## config.mk

```make
export PLATFORM = sky130hd
export DESIGN_NAME = vga_timing_gen
export DESIGN_NICKNAME = d
export VERILOG_FILES = /design/src/rtl/vga_timing_gen.sv
export SDC_FILE = /design/constraint.sdc
export NUM_CORES = 1
export LEC_CHECK = 0
export BUFFER_PORTS_ARGS = -buffer_cell sky130_fd_sc_hd__buf_2
export CAP_MARGIN = 20
export CORE_MARGIN = 8
export CORE_UTILIZATION = 50
export CTS_CLUSTER_SIZE = 25
export DETAILED_ROUTE_END_ITERATION = 6
export PLACE_DENSITY = 0.71
export SYNTH_ARGS = -nofsm -noshare
export SYNTH_HDL_FRONTEND = slang
export SYNTH_SLANG_ARGS = --single-unit
```

## constraint.sdc

```tcl
create_clock -name pix_clk -period 3.2 [get_ports pix_clk]
set_clock_uncertainty 0.15 [all_clocks]
set_input_delay 0 -clock pix_clk [delete_from_list [all_inputs] [get_ports pix_clk]]
set_output_delay 0 -clock pix_clk [all_outputs]
set_load 0.1 [all_outputs]
```

## src/rtl/vga_timing_gen.sv

```systemverilog
// Parametrised raster timing generator: signed scan coordinates, sync/de decode,
// line/frame strobes and frame counter, all delayed through a PIPE-deep output pipeline.
module vga_timing_gen #(
  parameter int CORDW  = 16,
  parameter int H_W    = 640,
  parameter int H_FP   = 16,
  parameter int H_PW   = 96,
  parameter int H_BP   = 48,
  parameter int V_H    = 480,
  parameter int V_FP   = 10,
  parameter int V_PW   = 2,
  parameter int V_BP   = 33,
  parameter bit HS_POL = 1'b0,
  parameter bit VS_POL = 1'b0,
  parameter int PIPE   = 1,
  parameter int FCW    = 16
) (
  input  logic                    pix_clk,
  input  logic                    pix_rst,
  input  logic                    en,
  output logic signed [CORDW-1:0] sx,
  output logic signed [CORDW-1:0] sy,
  output logic                    hsync,
  output logic                    vsync,
  output logic                    de,
  output logic                    line_start,
  output logic                    frame_start,
  output logic [FCW-1:0]          frame_cnt
);

  localparam int H_STA  = -(H_FP + H_PW + H_BP);
  localparam int HS_STA = H_STA + H_FP;
  localparam int HS_END = HS_STA + H_PW;
  localparam int V_STA  = -(V_FP + V_PW + V_BP);
  localparam int VS_STA = V_STA + V_FP;
  localparam int VS_END = VS_STA + V_PW;

  localparam longint C_MAX = (longint'(1) <<< (CORDW - 1)) - 1;
  localparam longint C_MIN = -C_MAX - 1;

  generate
    if (PIPE < 1) begin : g_chk_pipe
      $error("vga_timing_gen: PIPE must be at least 1");
    end
    if (longint'(H_STA) < C_MIN || longint'(V_STA) < C_MIN ||
        longint'(H_W - 1) > C_MAX || longint'(V_H - 1) > C_MAX) begin : g_chk_cordw
      $error("vga_timing_gen: CORDW too narrow for the configured timing");
    end
  endgenerate

  localparam logic signed [CORDW-1:0] X_STA  = CORDW'(H_STA);
  localparam logic signed [CORDW-1:0] X_LAST = CORDW'(H_W - 1);
  localparam logic signed [CORDW-1:0] X_HS0  = CORDW'(HS_STA);
  localparam logic signed [CORDW-1:0] X_HS1  = CORDW'(HS_END);
  localparam logic signed [CORDW-1:0] Y_STA  = CORDW'(V_STA);
  localparam logic signed [CORDW-1:0] Y_LAST = CORDW'(V_H - 1);
  localparam logic signed [CORDW-1:0] Y_VS0  = CORDW'(VS_STA);
  localparam logic signed [CORDW-1:0] Y_VS1  = CORDW'(VS_END);

  typedef struct packed {
    logic signed [CORDW-1:0] x;
    logic signed [CORDW-1:0] y;
    logic                    hs;
    logic                    vs;
    logic                    de;
    logic                    ls;
    logic                    fs;
    logic [FCW-1:0]          fc;
  } stage_t;

  localparam stage_t RST_S = '{x: '0, y: '0, hs: ~HS_POL, vs: ~VS_POL,
                               de: 1'b0, ls: 1'b0, fs: 1'b0, fc: '0};

  logic signed [CORDW-1:0] x_q, x_d, y_q, y_d;
  logic [FCW-1:0]          fcnt_q, fcnt_d;
  stage_t                  s0;
  stage_t                  pipe_q [PIPE];

  always_comb begin
    x_d    = x_q;
    y_d    = y_q;
    fcnt_d = fcnt_q;
    if (en) begin
      if (x_q == X_LAST) begin
        x_d = X_STA;
        if (y_q == Y_LAST) begin
          y_d    = Y_STA;
          fcnt_d = fcnt_q + FCW'(1);
        end else begin
          y_d = y_q + CORDW'(1);
        end
      end else begin
        x_d = x_q + CORDW'(1);
      end
    end

    // Syncs follow the held position even while en is low; strobes and de do not.
    s0    = RST_S;
    s0.x  = x_q;
    s0.y  = y_q;
    s0.hs = (x_q >= X_HS0 && x_q < X_HS1) ? HS_POL : ~HS_POL;
    s0.vs = (y_q >= Y_VS0 && y_q < Y_VS1) ? VS_POL : ~VS_POL;
    s0.de = en && !x_q[CORDW-1] && !y_q[CORDW-1];
    s0.ls = en && (x_q == X_STA);
    s0.fs = en && (x_q == X_STA) && (y_q == Y_STA);
    s0.fc = fcnt_q;
  end

  always_ff @(posedge pix_clk) begin
    if (pix_rst) begin
      x_q    <= X_STA;
      y_q    <= Y_STA;
      fcnt_q <= '0;
      for (int unsigned i = 0; i < PIPE; i++) pipe_q[i] <= RST_S;
    end else begin
      x_q       <= x_d;
      y_q       <= y_d;
      fcnt_q    <= fcnt_d;
      pipe_q[0] <= s0;
      for (int unsigned i = 1; i < PIPE; i++) pipe_q[i] <= pipe_q[i-1];
    end
  end

  assign sx          = pipe_q[PIPE-1].x;
  assign sy          = pipe_q[PIPE-1].y;
  assign hsync       = pipe_q[PIPE-1].hs;
  assign vsync       = pipe_q[PIPE-1].vs;
  assign de          = pipe_q[PIPE-1].de;
  assign line_start  = pipe_q[PIPE-1].ls;
  assign frame_start = pipe_q[PIPE-1].fs;
  assign frame_cnt   = pipe_q[PIPE-1].fc;

endmodule

```

# Yosys cells after proc, flatten, opt, wreduce, memory -nomap -nowiden
# Memory sizes are Yosys's and may differ from the RTL's.
# Index checks and enable logic that the tools add are counted.
[totals]
ff_bits = 48
ram_bits = 53
input_bits = 3
word_cells = 35
memories = 1
[op_classes]
n_addsub = 3
n_lt_le_gt_ge = 4
n_eq_ne = 4
mux = 9
reduce_logical = 11
[mem_list]
columns = ["name", "words", "word_bits", "read_ports", "rd_clocked_by_memory_dff", "wr", "line", "rtl"]
rows = [
  ["pipe_q", 1, 53, 1, 0, 1, "77", "stage_t pipe_q [PIPE];"],
]
[ops]
columns = ["cell", "count"]
rows = [
  ["2-to-1 mux 53 bit", 1],
  ["OR reduction 53 bit", 1],
  ["adder 16 x 2 -> 16 bit (second input constant)", 2],
  ["less-than comparator 16 x 7 -> 1 bit (second input constant)", 2],
  ["2-to-1 mux 16 bit", 2],
  ["adder 16 x 1 -> 16 bit (second input constant)", 1],
  ["equality test 16 x 10 -> 1 bit (second input constant)", 1],
  ["equality test 16 x 11 -> 1 bit (second input constant)", 1],
  ["equality test 16 x 7 -> 1 bit (second input constant)", 1],
  ["equality test 16 x 9 -> 1 bit (second input constant)", 1],
  ["greater-or-equal comparator 16 x 7 -> 1 bit (second input constant)", 1],
  ["greater-or-equal comparator 16 x 9 -> 1 bit (second input constant)", 1],
  ["logical AND 1 bit", 6],
  ["2-to-1 mux 1 bit", 6],
  ["AND reduction 3 bit", 1],
  ["logical NOT 1 bit", 2],
  ["AND reduction 2 bit", 1],
]

# Logic depth before layout (Yosys ltp)
[depth]
word_depth = 4
depth_mapped = 7
mapped_depth_nobuf = 6

# Worst setup path before layout
# No wires, ideal clock.
[synth_timing]
kind = "register to register"
start = "reg x_q[15]"
end = "reg fcnt_q[13]"
t_arrival_ns = 1.982
slack_ns = 0.948
stages_incl_launch_ff = 7
path_buffers = 1
period_less_slack_ns = 2.252
cell_sequence = "dfxtp_1 or4b_4 nor4_4 nand3_2 buf_6 nor3_1 mux2_2"
[synth_between]
elab_chain_len = 2
[synth_rtl]
columns = ["item", "line", "rtl"]
rows = [
  ["from (decl)", "74", "logic signed [CORDW-1:0] x_q, x_d, y_q, y_d;"],
  ["from (signal assigned)", "111", "x_q <= X_STA;"],
  ["from (signal assigned)", "116", "x_q <= x_d;"],
  ["equality test 16 x 11 -> 1 bit", "84", "if (x_q == X_LAST) begin"],
  ["AND reduction 3 bit (no line)", "n/a", ""],
  ["to (signal assigned)", "118", "fcnt_q <= fcnt_d;"],
  ["to (decl)", "75", "logic [FCW-1:0] fcnt_q, fcnt_d;"],
]
# No other way between the ends.
# A chain may end at the register's enable or synchronous reset.

# Final worst setup path
[layout_timing]
start = "reg x_q[2]"
end = "reg fcnt_q[6]"
# The elaborated chain is that of the path after synthesis.

==> impl_metrics.json <==
{
  "status": "complete, no violations",
  "antenna_cells": 0,
  "final_max_slew_viol_count": 0,
  "synth_nets": 410,
  "layout.nets": 463,
  "rsz_0062_raised_after_global_routing": "no",
  "synthFlopType": "dfxtp_1",
  "number_of_antenna_violations_at_the_first_check_in_global_routing": 0,
  "critical_path.max_fanout": 11,
  "clk_pin_slew_ps": 90,
  "die_area_mm2": 0.0108,
  "syn_area_per_cell_um2": 9.68,
  "ys_seq_elements": 101,
  "cellLeakagePower_nw": 1.79,
  "synth_top_family_by_area": "simple AND/OR/NAND/NOR gates",
  "preCtsSetupSlack_ps": 721,
  "class_of_the_tightest_hold_or_removal_check": "input port to flop",
  "initial_core_util_pct": 51.0,
  "ioPinCount": 56,
  "route.detailed.drc": 0,
  "post-route-worst-setup-slack_ps": 709,
  "floorplan.core_area_mm2": 0.00761,
  "route.detailed.vias_per_inst": 5.19,
  "synth_area_mm2": 0.00388,
  "timing.setup.critical_path_class": "flop to flop",
  "slew_headroom_pct": 32.1,
  "postSynth.asyncResetShare_pct": 0,
  "synth_seq_area_share_pct": 52.1,
  "cts.repair.resized": 0,
  "netlist_top_cells_area": "dfxtp_1 (52%), nor2b_1 (6.8%), xor2_1 (3.8%), nor2_1 (3.5%), nand2_1 (2.9%)",
  "worst_ep_required_time_ps": 3300,
  "io_buffers": 55,
  "yosysTopAreaCell": "dfxtp_1",
  "area_fraction_in_and_or_nand_and_nor_cells_after_synthesis_pct": 30.8,
  "grt_overflow": 0,
  "time_the_final_worst_path_needs_with_i_o_delays_and_setup_ps": 2490,
  "final_min_period_over_clock_period_pct": 77.8,
  "number_of_buffers_added_by_the_clock_tree_synthesis_step": 9,
  "vias": 2913,
  "antenna_violating_nets_post_route": 0,
  "achievable-frequency_ghz": 0.401,
  "area_delta_synth_final_pct": 14.5,
  "grt_first_pass_wirelength_um": 13800,
  "drt-pass1-iter-count": 4,
  "grt_util_all_layers_pct": 15.2,
  "synthMuxAreaShare_pct": 1.77,
  "fin_util_pct": 58.4,
  "synthesis.instances": 401,
  "cellPowerDensity_mw_per_mm2": 524,
  "cts_max_level": 3,
  "worst_pin_slew_ps": 1020,
  "synth-compound-area-share_pct": 5.03,
  "crit_path_end_kind": "flop",
  "clock_tree_from_tritoncts": "built",
  "vias_in_the_first_global_route": 2888,
  "critical_path_source_type": "flop",
  "mostFrequentLayoutCells": "dfxtp_1 (101), buf_2 (55), nor2b_1 (42), nor2_1 (36), nand2_1 (30)",
  "cts-root-to-sink-buffers": 2,
  "route.final.wire_length_um": 7930,
  "clock-sinks": 101,
  "synth.yosys.warnings": 0,
  "detail_route.iter0.violations": 153,
  "timing.max_cap.violations": 0,
  "yosys.area_share.xor_xnor_pct": 5.64,
  "synth_edf_count": 0,
  "route.detailed.wl_per_inst_um": 14.1,
  "die_width_um": 104,
  "placement_rows": 32,
  "setup-tns-final_ps": 0,
  "grt_start_max_net_pins": 62,
  "post_route_cells_drive_above_1_share_pct": 18.3,
  "peakVddDrop_v": 0.000242,
  "clockRootBuffer": "clkbuf_8",
  "synth_adder_area_share_pct": 1.93,
  "routabilityCongestion": 0.871,
  "hold_viol": 0,
  "post-synth-top-area-fraction_pct": 52.1,
  "most_frequent_standard_cell_in_the_layout_excluding_fill_and_tap_cells": "dfxtp_1",
  "worst_skew_pair.late_latency_ps": 360,
  "die_h_um": 104,
  "setup_viol": 0,
  "arrival_ps": 2590,
  "dp_hpwl_um": 5710,
  "synth.distinct_cells": 46
}
timing repair:
item | in CTS | in global routing
hold buffers | 1 | 0
setup buffers | 0 | 0
endpoints found under the hold margin | 5 | 0
final timing paths:
path | cells after the start | endpoint | startpoint | slack (ps)
worst max-delay path | 5 | fcnt_q[6] | x_q[2] | 710
worst min-delay path | 2 | pipe_q[0][10] | pix_rst | 140
worst min register to register | 2 | pipe_q[0][14] | fcnt_q[14] | 320
worst max register to register | 5 | fcnt_q[6] | x_q[2] | 710
power by group:
group / internal [mW] / switching [mW] / total (mW) / leakage, nW
combinational: 0.0288 / 0.180 / 0.209 / 0.864
sequential: 1.28 / 0.00678 / 1.28 / 0.824
clock: 0.425 / 0.410 / 0.835 / 0.106
cells in the mapped netlist, types with 3 or more instances:
library cell  instances
and2_1                4
xnor2_1               8
nand2b_1              4
inv_1                10
nand2_1              30
nor2_1               36
xor2_1               17
o21ai_0              14
ha_1                  6
a21oi_1              13
nand4_1              18
and3_1               11
buf_2                 4
and4_1                7
dfxtp_1             101
nand3_1              18
nor2b_1              42
o31a_1                4
mux2_2                3
clkbuf_1              9
nor3_1                7
or3_1                 7
flip-flops by register name, indices dropped and copies added (netlist names):
| signal | flops |
|---|---|
| fcnt_q | 16 |
| x_q | 16 |
| pipe_q | 53 |
| y_q | 16 |
layout make-up:
cell class | count | area, um^2
Clock inverter | 3 | 42.5
Sequential cell | 101 | 2020
Timing Repair Buffer | 57 | 293
Multi-Input combinational cell | 275 | 1750
Tap cell | 102 | 128
Fill cell | 685 | 3160
Inverter | 10 | 37.5
Clock buffer | 13 | 169
kinds of logic after synthesis:
family / after synthesis
AO/OA/AOI/OAI: 34
XOR/XNOR: 25
adder cells (fa/ha/maj): 6
buffers and inverters: 25
flip-flops: 101
multiplexers: 6
AND/OR/NAND/NOR: 204
per-stage QoR:
step	hold slack [ps]	power [mW]	cells	instance area [um^2]
final	138	2.33	561	4450
after global routing	184	2.40	561	4450
after CTS	143	2.34	561	4450
after detailed placement	211	1.52	544	4220
after global placement	198	1.52	544	4220
after floorplan	164	1.49	401	3880
worst max-delay path: stages, from the launching register on:
cell and delay, ps:
dfxtp_1 440, or4b_4 560, nor4_4 380, nand3_2 250, nor3_1 250, mux2_2 350
layer usage:
layer,vias up,global-route usage [%],share of wire [%]
met5,-,0,0
met4,0,8.27,2.4
met3,17,3.78,5.1
met2,70,24.0,46
met1,1346,18.5,47
li1,1480,-,-
Power figures use the tool's default switching activity.
